[config.mk]
export PLATFORM = sky130hd
export DESIGN_NAME = uart_tx_arbiter
export DESIGN_NICKNAME = d
export VERILOG_FILES = /design/src/rtl/uart_tx_arbiter.sv
export SDC_FILE = /design/constraint.sdc
export NUM_CORES = 1
export LEC_CHECK = 0
export CORE_UTILIZATION = 47
export DETAILED_ROUTE_END_ITERATION = 6
export GPL_ROUTABILITY_DRIVEN = 0
export GPL_TIMING_DRIVEN = 0
export HOLD_SLACK_MARGIN = 0.08
export PLACE_DENSITY_LB_ADDON = 0.12
export SYNTH_ARGS = -nofsm -noshare
export SYNTH_HDL_FRONTEND = slang
export SYNTH_SLANG_ARGS = --single-unit
[constraint.sdc]
create_clock -name clk -period 5.8 [get_ports clk]
set_clock_uncertainty 0.05 [all_clocks]
set_input_delay 0.87 -clock clk [delete_from_list [all_inputs] [get_ports clk]]
set_output_delay 0.87 -clock clk [all_outputs]
set_load 0.02 [all_outputs]
[src/rtl/uart_tx_arbiter.sv]
// uart_tx_arbiter: round-robin, packet-locked sharing of one UART transmitter
module uart_tx_arbiter #(
    parameter int NUM_REQ = 4,
    parameter int GAP_CYCLES = 0,
    parameter int BUSY_TIMEOUT = 64,
    localparam int IDW = (NUM_REQ > 1) ? $clog2(NUM_REQ) : 1
) (
    input  logic                 clk,
    input  logic                 rst,
    input  logic [NUM_REQ-1:0]   req_valid,
    input  logic [8*NUM_REQ-1:0] req_data,
    input  logic [NUM_REQ-1:0]   req_last,
    output logic [NUM_REQ-1:0]   req_ready,
    output logic                 tx_start,
    output logic [7:0]           tx_data,
    input  logic                 tx_busy,
    output logic                 grant_valid,
    output logic [IDW-1:0]       grant_id,
    output logic                 err_timeout
);
    localparam int CW = $clog2((BUSY_TIMEOUT > GAP_CYCLES ? BUSY_TIMEOUT : GAP_CYCLES) + 1);
    localparam logic [CW-1:0] TMO_LAST = CW'(BUSY_TIMEOUT - 1);
    localparam logic [CW-1:0] GAP_LAST = CW'(GAP_CYCLES > 0 ? GAP_CYCLES - 1 : 0);

    typedef enum logic [2:0] {IDLE, WAIT_HI, WAIT_LO, GAP, HOLD} state_t;

    state_t state_q, state_d;
    logic [CW-1:0] cnt_q, cnt_d;
    logic [IDW-1:0] ptr_q, ptr_d, grant_id_q, grant_id_d, win, sel;
    logic [NUM_REQ-1:0] req_ready_q, req_ready_d;
    logic [7:0] tx_data_q, tx_data_d;
    logic tx_start_q, tx_start_d, grant_valid_q, grant_valid_d, last_q, last_d, err_q, err_d;
    logic lo_done, eval, tmo, start, rel;

    // winner: first pending requester at or after the round-robin pointer
    always_comb begin
        win = '0;
        for (int k = NUM_REQ - 1; k >= 0; k--)
            if (req_valid[(int'(ptr_q) + k) % NUM_REQ]) win = IDW'((int'(ptr_q) + k) % NUM_REQ);
    end

    // a byte finished when busy falls; the next-byte decision follows the optional gap
    assign lo_done = state_q == WAIT_LO && !tx_busy;
    assign eval    = (lo_done && GAP_CYCLES == 0) || (state_q == GAP && cnt_q == GAP_LAST);
    assign tmo     = state_q == WAIT_HI && !tx_busy && cnt_q == TMO_LAST;
    assign start   = (state_q == IDLE && !tx_busy && |req_valid) ||
                     (((eval && !last_q) || state_q == HOLD) && req_valid[grant_id_q]);
    assign rel     = tmo || (eval && last_q);
    assign sel     = state_q == IDLE ? win : grant_id_q;

    // state and registered outputs
    always_ff @(posedge clk) begin
        if (rst) begin
            state_q       <= IDLE;
            cnt_q         <= '0;
            ptr_q         <= '0;
            grant_id_q    <= '0;
            grant_valid_q <= 1'b0;
            req_ready_q   <= '0;
            tx_data_q     <= '0;
            tx_start_q    <= 1'b0;
            last_q        <= 1'b0;
            err_q         <= 1'b0;
        end else begin
            state_q       <= state_d;
            cnt_q         <= cnt_d;
            ptr_q         <= ptr_d;
            grant_id_q    <= grant_id_d;
            grant_valid_q <= grant_valid_d;
            req_ready_q   <= req_ready_d;
            tx_data_q     <= tx_data_d;
            tx_start_q    <= tx_start_d;
            last_q        <= last_d;
            err_q         <= err_d;
        end
    end

    // next state; the counter restarts on every state change
    always_comb begin
        state_d = state_q;
        case (state_q)
            IDLE:         state_d = start ? WAIT_HI : IDLE;
            WAIT_HI:      state_d = tx_busy ? WAIT_LO : (tmo ? IDLE : WAIT_HI);
            WAIT_LO, GAP: state_d = (lo_done && GAP_CYCLES > 0) ? GAP :
                                    !eval ? state_q : start ? WAIT_HI : last_q ? IDLE : HOLD;
            HOLD:         state_d = start ? WAIT_HI : HOLD;
            default:      state_d = IDLE;
        endcase
        cnt_d = (state_d != state_q) ? '0 : cnt_q + CW'(1);
    end

    // output and grant bookkeeping
    always_comb begin
        tx_start_d    = start;
        tx_data_d     = start ? req_data[8*sel +: 8] : tx_data_q;
        req_ready_d   = start ? NUM_REQ'(1) << sel : '0;
        grant_id_d    = start ? sel : grant_id_q;
        grant_valid_d = start ? 1'b1 : (rel ? 1'b0 : grant_valid_q);
        last_d        = start ? req_last[sel] : last_q;
        ptr_d         = rel ? (grant_id_q == IDW'(NUM_REQ - 1) ? '0 : grant_id_q + IDW'(1)) : ptr_q;
        err_d         = err_q | tmo;
    end

    assign tx_start    = tx_start_q;
    assign tx_data     = tx_data_q;
    assign req_ready   = req_ready_q;
    assign grant_valid = grant_valid_q;
    assign grant_id    = grant_id_q;
    assign err_timeout = err_q;
endmodule

Yosys cells after proc, flatten, opt, wreduce, memory -nomap -nowiden
Cells that the tools add are included.
{ "totals": {"wordCells": 91, "input_bits": 43, "out_inout_bits": 17, "regBits": 30} }
{ "classes": {"reduce_logical": 25, "mux": 31, "shifts": 2, "bitwise_logic": 5, "add_sub_neg": 5, "n_eq_ne": 7, "order_cmp": 6} }
{ "ops": {"columns": ["op", "count"], "rows": [
  ["variable part select 32 x 6 -> 8 bit", 1],
  ["2-to-1 mux 2 bit", 7],
  ["2-to-1 mux 1 bit", 13],
  ["binary-select mux 1 bit (select 2 bit)", 6],
  ["less-than comparator 3 x 4 -> 1 bit, second input constant", 3],
  ["2-to-1 mux 3 bit", 4],
  ["case mux 3 bit (4 select lines)", 1],
  ["OR reduction 2 bit", 6],
  ["logical AND 1 bit", 9],
  ["less-than comparator 2 x 3 -> 1 bit, second input constant", 3],
  ["adder 7 x 1 -> 7 bit, second input constant", 1],
  ["equality test 7 x 6 -> 1 bit, second input constant", 1],
  ["zero test 7 bit", 1],
  ["equality test 3 x 2 -> 1 bit, second input constant", 2],
  ["adder 2 x 1 -> 2 bit, second input constant", 2],
  ["adder 2 bit, second input constant", 2],
  ["logical OR 1 bit", 4],
  ["OR reduction 4 bit", 1],
  ["left shift 1 x 2 -> 4 bit, first input constant", 1],
  ["AND 1 bit, first input constant", 3],
  ["equality test 3 x 1 -> 1 bit, second input constant", 1],
  ["equality test 3 bit, second input constant", 1],
  ["zero test 3 bit", 1],
  ["inequality test 3 bit", 1],
  ["5 further kinds", 6]
]} }

Depth between registers and ports, before layout
{ "logic_depth": {"ltp_word": 13, "depth_mapped": 9, "ltp_nobuf": 8} }

Worst setup path after synthesis
OpenSTA, ideal clock, no wires.
{ "synth_path": {"kind": "input -> register", "start": "input port req_valid[3]", "end": "register tx_data_q[2] (netlist: tx_data[2])", "path_buffers": 1, "arrival_time_ps": 2271, "setup_time_ps": 146, "path_slack_ps": 3333, "cell_stages": 5, "required_ps": 5604, "cell_sequence": "mux4_2 a21boi_2 o211ai_1 clkbuf_1 o221ai_1"} }
{ "synth_via": {"elab_chain_len": 9, "elab_cells_between_ends": 23, "classes_between": "shift (1); mux (18); reduce/logical (4)"} }
{ "synth_rtl": {"columns": ["element", "line_no", "rtl"], "rows": [
  ["from (decl)", "10", "input logic [NUM_REQ-1:0] req_valid,"],
  ["binary-select mux 1 bit (select 2 bit)", "39", "if (req_valid[(int'(ptr_q) + k) % NUM_REQ]) win = IDW'((int'(ptr_q) + k) % NUM_REQ);"],
  ["2-to-1 mux 1 bit (not written as such) (2 in series)", "39", null],
  ["2-to-1 mux 2 bit (4 in series)", "39", null],
  ["2-to-1 mux 2 bit", "49", "assign sel = state_q == IDLE ? win : grant_id_q;"],
  ["variable part select 32 x 6 -> 8 bit", "95", "tx_data_d = start ? req_data[8*sel +: 8] : tx_data_q;"],
  ["to (signal assigned)", "71", "tx_data_q <= tx_data_d;"],
  ["to (decl)", "31", "logic [7:0] tx_data_q, tx_data_d;"]
]} }
Several ways; a longest one is shown, not always the timed one. The select of a mux whose other input is x is not followed.
A chain may end at the register's enable or synchronous reset.

Final worst setup path
{ "layout_path": {"start": "input port req_valid[1]", "end": "register tx_data_q[2] (netlist: tx_data[2])"} }
The elaborated chain is that of the path after synthesis.

==> results.toml <==
[floorplan]
rows = 20
dieWidth_um = 60.8
core_mm2 = 0.00318
start_util_pct = 51.2
die_y_um = 60.8
die-area_mm2 = 0.00370
num_io_pins = 60

[cells_and_area]
diodes = 0
nets = 286
stdcell_count = 284
area_growth_pct = 42.5
final_util_pct = 72.9
multi_input_area_um2 = 928
fillers = 249
regArea_um2 = 601
drive_gt1_share_pct = 10.0

[clocking]
ctsHoldBuffers = 0
cts_tree = "done"
htreeDepth = 2
numCtsBuffers = 5
clock_latency_ps = 330
postCtsSetupRepairBufs = 0
cts_resized = 0
clkSinkCount = 30
clockBufferDepth = 2
clk_pin_slew_ps = 90
cts_root_buffer = "clkbuf_4"

[logic_synthesis]
synth_area_leader_cell = "dfxtp_1"
synth_top_area_share_pct = 36.9
synth.avg_cell_area_um2 = 9.35
synth_edf_count = 0
synth_top_family_by_area = "simple AND/OR/NAND/NOR gates"
yosysMostFrequentCell = "dfxtp_1"
synth-seq-area-share_pct = 36.9
synth_fa_ha_area_share_pct = 2.31
netlist-cell-type-count = 46
ys_async_sr_fraction_pct = 0
synth_ff_type = "dfxtp_1"
syn-num-nets = 220
yosys_warnings = 0
ys_ff_latch = 30
synth.area.mux_share_pct = 14.4
syn_area_mm2 = 0.00163
synth_top_cells_by_area = "dfxtp_1 (37%), mux2i_1 (12%), o221ai_2 (5.5%)"
yosys-top-cells-count = "dfxtp_1 (30), mux2i_1 (20), nor2_1 (15)"
synth-compound-area-share_pct = 18.3
yosys.area_share.xor_xnor_pct = 2.69
postSynthCellCount = 174
yosys.area_share.simple_pct = 19.4

[sta]
fin_crit_ps = 3000
slew_headroom_pct = 52.9
fin_setup_tns_ps = 0
setup_viol = 0
tightestPinTransition_ps = 699
max_freq_ghz = 0.334
finalWorstSetupSlack_ps = 2800
final-hold-violation-count = 0
drv_slew = 0
rsz0062_at_grt = "false"
fin_crit_sh_pct = 51.6

[flow_run]
drv_cap = 0

[pwr]
powerDensity_mw_per_mm2 = 224
ir_drop_mv = 0.149
p_total_uw = 520
p_leak_uw = 0.000865

[placed_design]
dp.cells = 277
post-dp-hpwl_um = 3300
io_buffers = 59
detailedPlace.worstSlack_ps = 2500

[drt]
viasPerCell = 5.51
drtIter0Drc = 38
postRouteAntennaNets = 0
routedWlPerCell_um = 15.3
drc = 0
routed_wl_um = 4340
firstDrtPassIters = 4
via_count = 1566

[global_route]
grt_first_pass_wirelength_um = 7140
grt_pass1_vias = 1630
track_usage_pct = 26.8
grt_start_max_net_pins = 11
overflow = 0
antenna_found_initial = 0

[setup_path]
path_class = "input pin to flop"
critPathRequiredTime_ps = 5930
worst_ep_arrival_time_ps = 3130
r2r_cells = 5
cp-start-kind = "input pin"
r2r_start = "grant_id[0]"
endpoint_kind = "flop"
regToRegSetupSlack_ps = 3300
critPathMaxFanout = 10
regToRegEndpoint = "tx_data[2]"
crit_start = "req_valid[1]"
cp-endpoint = "tx_data[2]"

[worst_hold_path]
hp-class = "flop to flop"

[status]
outcome = "finished clean"
## state kept, by name, summed over array words and instances, names as in the netlist
register	count
req_ready	4
tx_start	1
grant_id	2
state_q	3
last_q	1
grant_valid	1
cnt_q	7
tx_data	8
err_timeout	1
ptr_q	2
## cells by family (layout without fill, tap and decap cells)
group / count (synthesis) / after routing
AOI/OAI and AO/OA: 33 / 33
xor gates and xnor gates: 5 / 5
adders and majority gates: 3 / 3
buffers and inverters: 19 / 85
DFF: 30 / 30
muxes: 22 / 22
and+or+nand+nor: 62 / 62
## critical path: stages
cell and delay [ps]:
clkdlybuf4s50_1 490, mux4_2 520, a21boi_2 210, o211ai_1 330, clkbuf_1 530, o221ai_1 180
## power breakdown
group | internal [µW] | leakage, µW | switching, µW
logic | 90.2 | 0.000595 | 81.9
registers | 222 | 0.000245 | 11.6
clock network | 45.6 | 0.0000254 | 68.5
## metrics by stage
stage / hold WS, ps / cell area (µm²)
detailed placement: 394 / 2270
global route: 439 / 2320
CTS: 407 / 2320
finish: 403 / 2320
floorplan: 411 / 1630
global placement: 384 / 2270
## final cells by class
| type | count | share of cell area (%) |
|---|---|---|
| buffer | 9 | 2.59 |
| multi-input combinational | 125 | 40.1 |
| inverter | 10 | 1.62 |
| timing repair buffer | 59 | 25.5 |
| sequential | 30 | 25.9 |
| tap | 44 | 2.38 |
| clock buffer | 7 | 1.94 |
## worst min path at each step
stage	startpoint	end	slack (ps)	cells past startpoint
6_report	err_timeout	err_timeout	400	2
4_1_cts	err_timeout	err_timeout	410	2
3_3_place_gp	err_timeout	err_timeout	380	2
3_5_place_dp	err_timeout	err_timeout	390	2
5_1_grt	err_timeout	err_timeout	440	2
2_1_floorplan	last_q	last_q	410	2
## cells in the final DEF, fill, tap and decap left out, types with 2 or more instances in the layout
| cell type | synthesis | layout |
|---|---|---|
| o221ai_1 | 4 | 4 |
| nor3_1 | 13 | 13 |
| buf_6 | 3 | 3 |
| inv_1 | 10 | 10 |
| nand3_1 | 4 | 4 |
| and3_1 | 2 | 2 |
| clkdlybuf4s50_1 | 0 | 59 |
| o221ai_2 | 6 | 6 |
| dfxtp_1 | 30 | 30 |
| a21oi_1 | 3 | 3 |
| o21ai_0 | 4 | 4 |
| o22ai_1 | 3 | 3 |
| clkbuf_4 | 0 | 5 |
| mux2i_1 | 20 | 20 |
| nor2_1 | 15 | 15 |
| buf_2 | 3 | 3 |
| nand2_1 | 13 | 13 |
| clkbuf_1 | 3 | 5 |
| a31oi_1 | 2 | 2 |
| xor2_1 | 4 | 4 |
| nor2b_1 | 3 | 3 |
| ha_1 | 3 | 3 |
## per-layer routing
layer	track usage, %	vias up	wire (µm)
met4	12.3	0	66
met1	31.5	736	1780
met5	0	-	0
met3	5.97	9	272
li1	-	763	-
met2	46.5	58	2220
Note: power is estimated with default switching activity, not from simulation.
